**config.mk**
```make
export PLATFORM = sky130hd
export DESIGN_NAME = sprite_plotter_flat
export DESIGN_NICKNAME = d
export VERILOG_FILES = /design/src/rtl/sprite_plotter_if.sv /design/src/rtl/sprite_plotter.sv /design/src/flat_wrapper.sv
export SDC_FILE = /design/constraint.sdc
export NUM_CORES = 1
export LEC_CHECK = 0
export CAP_MARGIN = 25
export CORE_MARGIN = 2
export CORE_UTILIZATION = 35
export DETAILED_ROUTE_END_ITERATION = 8
export PLACE_DENSITY = 0.56
export SETUP_SLACK_MARGIN = 0.15
export SLEW_MARGIN = 20
export SYNTH_ARGS = -nofsm -noshare
export SYNTH_HDL_FRONTEND = slang
export SYNTH_SLANG_ARGS = --single-unit
```
**constraint.sdc**
```tcl
create_clock -name clk -period 3.4 [get_ports clk]
set_clock_uncertainty 0.2 [all_clocks]
set_input_delay 0.68 -clock clk [delete_from_list [all_inputs] [get_ports clk]]
set_output_delay 0.68 -clock clk [all_outputs]
set_load 0.05 [all_outputs]
```
**src/rtl/sprite_plotter_if.sv**
```systemverilog
// Bus between the sprite plotter, its controller/ROM side (master) and the plotter itself (slave).
// Groups the draw request, the image-ROM port and the VGA pixel-write port.
interface sprite_plotter_if;
  logic        start;
  logic        fullScreen;
  logic        black;
  logic [7:0]  xInit;
  logic [6:0]  yInit;
  logic [14:0] romAddr;
  logic [2:0]  romColor;
  logic [7:0]  x;
  logic [6:0]  y;
  logic [2:0]  colour;
  logic        plot;
  logic        busy;
  logic        done;

  modport master (
    output start, fullScreen, black, xInit, yInit, romColor,
    input  romAddr, x, y, colour, plot, busy, done
  );

  modport slave (
    input  start, fullScreen, black, xInit, yInit, romColor,
    output romAddr, x, y, colour, plot, busy, done
  );
endinterface

```
**src/rtl/sprite_plotter.sv**
```systemverilog
// Sprite/full-screen plotter: scans a rectangle column-major, fetches one ROM colour per pixel
// and emits clipped x/y/colour/plot writes to the VGA adapter, then pulses done.
//
//   state | meaning
//   IDLE  | waiting for start; latches origin/mode on an accepted start
//   SCAN  | one ROM address per cycle, previous pixel emitted on the output stage
//   FLUSH | last pixel emitted, no new address
//   DONE  | one-cycle done pulse, then back to IDLE
module sprite_plotter #(
  parameter int SPRITE_W = 40,
  parameter int SPRITE_H = 40,
  parameter int SCREEN_W = 160,
  parameter int SCREEN_H = 120
) (
  input logic             clk,
  input logic             reset,
  sprite_plotter_if.slave bus
);

  typedef enum logic [1:0] {IDLE, SCAN, FLUSH, DONE} state_t;

  localparam logic [7:0] SPR_C_LAST  = 8'(SPRITE_W - 1);
  localparam logic [6:0] SPR_R_LAST  = 7'(SPRITE_H - 1);
  localparam logic [7:0] FULL_C_LAST = 8'(SCREEN_W - 1);
  localparam logic [6:0] FULL_R_LAST = 7'(SCREEN_H - 1);

  state_t      state, stateNext;
  logic        fullL, blackL;
  logic [7:0]  xL;
  logic [6:0]  yL;
  logic [7:0]  c;
  logic [6:0]  r;
  logic [7:0]  cLast;
  logic [6:0]  rLast;
  logic        lastPix;
  logic [8:0]  xSum;
  logic [7:0]  ySum;
  logic        inScreen;
  logic [2:0]  colourHold;

  assign cLast   = fullL ? FULL_C_LAST : SPR_C_LAST;
  assign rLast   = fullL ? FULL_R_LAST : SPR_R_LAST;
  assign lastPix = (c == cLast) && (r == rLast);

  // Widened sums so off-screen pixels are clipped instead of wrapping onto the screen.
  assign xSum     = {1'b0, (fullL ? 8'd0 : xL)} + {1'b0, c};
  assign ySum     = {1'b0, (fullL ? 7'd0 : yL)} + {1'b0, r};
  assign inScreen = (xSum < 9'(SCREEN_W)) && (ySum < 8'(SCREEN_H));

  always_ff @(posedge clk) begin
    if (reset) state <= IDLE;
    else       state <= stateNext;
  end

  always_comb begin
    stateNext = state;
    case (state)
      IDLE:    if (bus.start) stateNext = SCAN;
      SCAN:    if (lastPix) stateNext = FLUSH;
      FLUSH:   stateNext = DONE;
      DONE:    stateNext = IDLE;
      default: stateNext = IDLE;
    endcase
  end

  // ROM data arrives in the plot cycle, so colour passes straight through while plotting
  // and otherwise shows the last plotted colour.
  always_comb begin
    bus.busy   = (state != IDLE);
    bus.done   = (state == DONE);
    bus.colour = bus.plot ? (blackL ? 3'b000 : bus.romColor) : colourHold;
  end

  always_ff @(posedge clk) begin
    if (reset) begin
      fullL       <= 1'b0;
      blackL      <= 1'b0;
      xL          <= '0;
      yL          <= '0;
      c           <= '0;
      r           <= '0;
      bus.romAddr <= '0;
      bus.x       <= '0;
      bus.y       <= '0;
      bus.plot    <= 1'b0;
      colourHold  <= '0;
    end else begin
      bus.plot <= 1'b0;
      if (bus.plot) colourHold <= blackL ? 3'b000 : bus.romColor;
      case (state)
        IDLE: begin
          if (bus.start) begin
            fullL       <= bus.fullScreen;
            blackL      <= bus.black;
            xL          <= bus.xInit;
            yL          <= bus.yInit;
            c           <= '0;
            r           <= '0;
            bus.romAddr <= '0;
          end
        end
        SCAN: begin
          bus.x    <= xSum[7:0];
          bus.y    <= ySum[6:0];
          bus.plot <= inScreen;
          if (!lastPix) begin
            bus.romAddr <= bus.romAddr + 15'd1;
            if (r == rLast) begin
              r <= '0;
              c <= c + 8'd1;
            end else begin
              r <= r + 7'd1;
            end
          end
        end
        default: ;
      endcase
    end
  end

endmodule

```
**src/flat_wrapper.sv**
```systemverilog
// flat-port wrapper written by rule: the top's interface ports become plain ports
module sprite_plotter_flat 
#(
  parameter int SPRITE_W = 40,
  parameter int SPRITE_H = 40,
  parameter int SCREEN_W = 160,
  parameter int SCREEN_H = 120
)
  (clk, reset, bus_start, bus_fullScreen, bus_black, bus_xInit, bus_yInit, bus_romColor, bus_romAddr, bus_x, bus_y, bus_colour, bus_plot, bus_busy, bus_done);
  sprite_plotter_if bus_i ();
  input logic clk;
  input logic reset;
  input wire logic [$bits(bus_i.start)-1:0] bus_start;
  input wire logic [$bits(bus_i.fullScreen)-1:0] bus_fullScreen;
  input wire logic [$bits(bus_i.black)-1:0] bus_black;
  input wire logic [$bits(bus_i.xInit)-1:0] bus_xInit;
  input wire logic [$bits(bus_i.yInit)-1:0] bus_yInit;
  input wire logic [$bits(bus_i.romColor)-1:0] bus_romColor;
  output wire logic [$bits(bus_i.romAddr)-1:0] bus_romAddr;
  output wire logic [$bits(bus_i.x)-1:0] bus_x;
  output wire logic [$bits(bus_i.y)-1:0] bus_y;
  output wire logic [$bits(bus_i.colour)-1:0] bus_colour;
  output wire logic [$bits(bus_i.plot)-1:0] bus_plot;
  output wire logic [$bits(bus_i.busy)-1:0] bus_busy;
  output wire logic [$bits(bus_i.done)-1:0] bus_done;
  assign bus_i.start = bus_start;
  assign bus_i.fullScreen = bus_fullScreen;
  assign bus_i.black = bus_black;
  assign bus_i.xInit = bus_xInit;
  assign bus_i.yInit = bus_yInit;
  assign bus_i.romColor = bus_romColor;
  assign bus_romAddr = bus_i.romAddr;
  assign bus_x = bus_i.x;
  assign bus_y = bus_i.y;
  assign bus_colour = bus_i.colour;
  assign bus_plot = bus_i.plot;
  assign bus_busy = bus_i.busy;
  assign bus_done = bus_i.done;
  sprite_plotter #(.SPRITE_W(SPRITE_W), .SPRITE_H(SPRITE_H), .SCREEN_W(SCREEN_W), .SCREEN_H(SCREEN_H)) u_core (.clk(clk), .reset(reset), .bus(bus_i));
endmodule
```
# Word-level counts from Yosys, hierarchy flattened
# Index checks and enable logic that the tools add are counted.
[op_classes]
addsub = 5
n_bitwise = 1
reduce_logical = 10
order_cmp = 2
n_eq_ne = 9
mux = 20
[op_table]
columns = ["op", "count"]
rows = [
  ["$mux 8", 5],
  ["$mux 7", 5],
  ["$mux 15", 2],
  ["$pmux 15 s2", 1],
  ["$pmux 8 s2", 1],
  ["$add 15x1->15 const B", 1],
  ["$pmux 7 s2", 1],
  ["$add 8x8->9", 1],
  ["$lt 9x8->1 const B", 1],
  ["$add 7x7->8", 1],
  ["$add 8x1->8 const B", 1],
  ["$eq 8x8->1", 1],
  ["$lt 8x7->1 const B", 1],
  ["$pmux 2 s4", 1],
  ["$add 7x1->7 const B", 1],
  ["$eq 7x7->1", 1],
  ["$mux 3", 2],
  ["$eq 2x2->1 const B", 2],
  ["$mux 2", 2],
  ["$ne 2x1->1 const B", 2],
  ["$ne 2x2->1 const B", 2],
  ["$reduce_and 2->1", 2],
  ["$reduce_and 4->1", 1],
  ["$reduce_bool 2->1", 2],
  ["6 further kinds", 7],
]
[word_totals]
inputBits = 23
out_inout_bits = 36
register_bits = 68
wordCells = 59

# Depth between registers and ports, before layout
[logic_depth]
word_depth = 5
mapped_depth = 11
ltp_nobuf = 9

# Least setup slack after synthesis
# OpenSTA, ideal clock, no wires.
[synth_path]
path_kind = "flip-flop to flip-flop"
start = "register u_core.fullL"
end = "register u_core.bus.plot"
synth_period_minus_slack_ns = 2.637
stages_incl_launch_ff = 11
t_arrival_ns = 2.351
n_path_buf = 2
setup_time_ns = 0.086
setup_slack_ns = 0.763
required_time_ns = 3.114
path_cell_list = "dfxtp_1 -> buf_6 -> clkbuf_1 -> nor2b_1 -> ha_1 -> fa_1 -> a211oi_1 -> nor2_1 -> a311oi_1 -> a22oi_1 -> a211oi_1"
[synth_via]
elab_chain_cells = 4
word_cells_on_any_way = 7
classes_between = "2 x add/sub; 2 x order compare; 2 x mux; 1 x reduce/logical"
[synth_rtl]
columns = ["element", "line_no", "source"]
rows = [
  ["start: declaration", "sprite_plotter.sv:28", "logic fullL, blackL;"],
  ["start signal: assignment", "sprite_plotter.sv:93", "fullL <= bus.fullScreen;"],
  ["$mux 8 / $mux 7 (equally long branches)", "sprite_plotter.sv:46, sprite_plotter.sv:47", ""],
  ["$add 8x8->9 / $add 7x7->8 (equally long branches)", "sprite_plotter.sv:46, sprite_plotter.sv:47", ""],
  ["$lt 9x8->1 / $lt 8x7->1 (equally long branches)", "sprite_plotter.sv:48", "assign inScreen = (xSum < 9'(SCREEN_W)) && (ySum < 8'(SCREEN_H));"],
  ["$logic_and 1x1->1 (*)", "sprite_plotter.sv:48", ""],
  ["end signal: assignment", "sprite_plotter.sv:105", "bus.plot <= inScreen;"],
  ["end: declaration", "sprite_plotter_if.sv:25", "output romAddr, x, y, colour, plot, busy, done"],
]
# Mark *: on every way between the ends. The rest lies on a longest branch, timed or not.
# A chain may end at the register's enable or synchronous reset.

# Final worst setup path
[layout_path]
start = "input bus_romColor[2]"
end = "output bus_colour[2]"
[layout_via]
elab_chain_cells = 2
[layout_rtl]
columns = ["element", "line_no", "source"]
rows = [
  ["start: declaration", "flat_wrapper.sv:18", "input wire logic [$bits(bus_i.romColor)-1:0] bus_romColor;"],
  ["$mux 3 (2 in series)", "sprite_plotter.sv:71", "bus.colour = bus.plot ? (blackL ? 3'b000 : bus.romColor) : colourHold;"],
  ["end: declaration", "flat_wrapper.sv:22", "output wire logic [$bits(bus_i.colour)-1:0] bus_colour;"],
]
# Every way passes these cells.

==> results.yml <==
clock_tree:
  insertion_delay_ns: 0.35
  cts-root-buf: "clkbuf_8"
  postCtsSetupRepairBufs: 0
  clockBufferDepth: 2
  cts-buffers-inserted: 9
  clock_sinks: 68
  tritoncts: "built"
  clk_pin_slew_ns: 0.07
  htree_num_levels: 3
  cts_resized: 0
  ctsHoldBuffers: 0
critical_path:
  cp-end-kind: "output pin"
  criticalPathCategory: "input pin to output pin"
  rr_startpoint: "u_core.fullL"
  start_kind: "input pin"
  required_ns: 2.52
  crit_arrival_ns: 2.12
  worst-path-max-fanout: 2
  rr_worst_depth: 8
  reg2reg_to: "u_core.bus.plot"
  reg2reg_slack_ns: 0.48
die:
  die_x_um: 109
  die_area_mm2: 0.0119
  die_height_um: 109
  rows: 38
  initial_core_util_pct: 35.8
  pin_count: 59
  core-area_mm2: 0.0108
pwr:
  vdd_drop_max_uv: 196
  p_leak_uw: 0.00175
  power_density_mw_per_mm2: 590
place:
  pre_cts_slack_ns: 0.413
  gp_congestion: 0.909
  io_buffers: 58
  dp_hpwl_um: 6900
logic_synthesis:
  syn_area_mm2: 0.00386
  avgSynthCellArea_um2: 8.27
  yosysSeqAreaShare_pct: 35.3
  syn-num-nets: 514
  synthCells: 467
  synth_edf_count: 0
  synthArstFlopShare_pct: 0
  ys_types: 59
  ys_ff_latch: 68
  synth_flop_cell: "dfxtp_1"
  ys_warn_count: 0
timing:
  setup_viol: 0
  relSlewSlack_pct: 45.1
  setup_slack_ns: 0.403
  rsz0062_at_grt: "no"
  report.final.slew_viol_count: 0
  tns_ns: 0
  hold_viol: 0
  min_period_over_period_pct: 88.1
  worstMarginPinSlew_ns: 0.823
  fin_crit_ns: 3.00
  fmax_mhz: 334
detailed_routing:
  drc: 0
  antenna_left: 0
  drt-vias-per-instance: 5.26
  dr.pass1.iters: 4
  vias: 3499
  drt_iter0_drc: 178
  drt-total-wl_um: 9590
  routedWlPerCell_um: 14.4
global_route:
  gr-usage-met1_pct: 23.0
  grt_pass1_wl_um: 16300
  first_global_vias: 3319
  grt.overflow.total: 0
  grt_use_met2_pct: 28.5
  busiest_layer: "met2"
  antenna_found_initial: 0
  track_usage_pct: 17.6
  use_met3_pct: 3.71
  grt_max_degree: 43
hold_path:
  whs_path_depth: 2
  hold_end: "u_core.xL[6]"
  worstHoldStart: "u_core.xL[6]"
  hp-class: "flip-flop to flip-flop"
cells_and_area:
  layout_commonest_cell: "dfxtp_1"
  areaGrowthSynthToFinish_pct: 22.7
  drive_above_1_share_pct: 6.48
  final_cell_mix: "dfxtp_1, nand2_1, clkdlybuf4s50_1"
  antenna-diode-count: 0
  nNetsFinal: 568
run_status:
  outcome: "finished clean"
run:
  drv_cap: 0
sequential cells by signal, summed over array words and instances (netlist names):
register            cells
u_core.fullL            1
u_core.xL               8
u_core.yL               7
u_core.blackL           1
u_core.bus.y            7
u_core.bus.romAddr     15
u_core.colourHold       3
u_core.r                7
u_core.bus.x            8
u_core.bus.plot         1
u_core.state            2
u_core.c                8
logic make-up after synthesis:
group	share of synthesized area (%)
and+or+nand+nor	26.7
AOI/OAI and AO/OA	20.9
DFF	35.3
buffers and inverters	4.34
adders and majority gates	8.17
muxes	2.62
xor gates and xnor gates	2.04
report_power, final:
part,internal (uW),leakage (uW),switching (uW)
sequential,896,0.000552,77.4
clock,340,0.0000986,305
combinational,398,0.00110,781
metal layers:
metal / routed length, um / vias to the layer above
li1: - / 1794
met1: 4660 / 1627
met2: 4430 / 66
met5: 0 / -
met4: 136 / 0
met3: 357 / 12
how the worst max path moves through the flow:
stage / slack (ns) / start / endpoint / cells after the start
global route: 0.27 / u_core.fullL / u_core.bus.plot / 8
global placement: 0.43 / bus_romColor[2] / bus_colour[2] / 4
CTS: 0.41 / bus_romColor[2] / bus_colour[2] / 4
detailed placement: 0.41 / bus_romColor[2] / bus_colour[2] / 4
floorplan: 0.76 / u_core.fullL / u_core.bus.plot / 10
finish: 0.40 / bus_romColor[2] / bus_colour[2] / 4
worst max-delay path: stages:
cell and delay (ns):
clkdlybuf4s50_1 0.45, nand2_1 0.04, o21ai_0 0.10, clkdlybuf4s50_1 0.84
area by class of cell:
class	instances	area, um^2
Fill cell	1070	6050
Multi-Input combinational cell	361	2330
Sequential cell	68	1360
Timing Repair Buffer	64	618
Clock buffer	14	183
Tap cell	140	175
Inverter	17	63.8
Clock inverter	1	5.00
stage by stage:
step / util (%) / hold slack (ns) / instances / instance area (um^2) / total power (uW)
after floorplan: - / 0.232 / 467 / 3860 / 1840
after global placement: 42.2 / 0.243 / 650 / 4550 / 2170
after detailed placement: 42.2 / 0.248 / 650 / 4550 / 2180
after CTS: 43.9 / 0.257 / 665 / 4740 / 2840
after global routing: 43.9 / 0.273 / 665 / 4740 / 3000
final: 43.9 / 0.255 / 665 / 4740 / 2800
synthesized netlist by cell type, types with 3 or more instances:
cell type	instances	area (um^2)
o211ai_1	9	67.6
o21ai_0	16	80.1
nand3_1	21	105
ha_1	22	275
a31oi_1	5	31.3
nor3_1	10	50.1
dfxtp_1	68	1360
inv_1	17	63.8
a21o_1	3	22.5
buf_6	3	33.8
a211oi_1	8	60.1
or4_1	8	60.1
and3_1	7	43.8
nand4b_1	3	26.3
or3_1	12	75.1
nand3b_1	5	37.5
o21a_1	6	45.0
xnor2_1	6	52.6
xor2_1	3	26.3
a22oi_1	3	22.5
mux2i_1	9	90.1
nand4_1	6	37.5
a21oi_1	40	200
nand2_1	64	240
nor2_1	28	105
nor2b_1	22	138
clkbuf_1	14	52.6
nand2b_1	8	50.1
(Power assumes the default switching activity.)
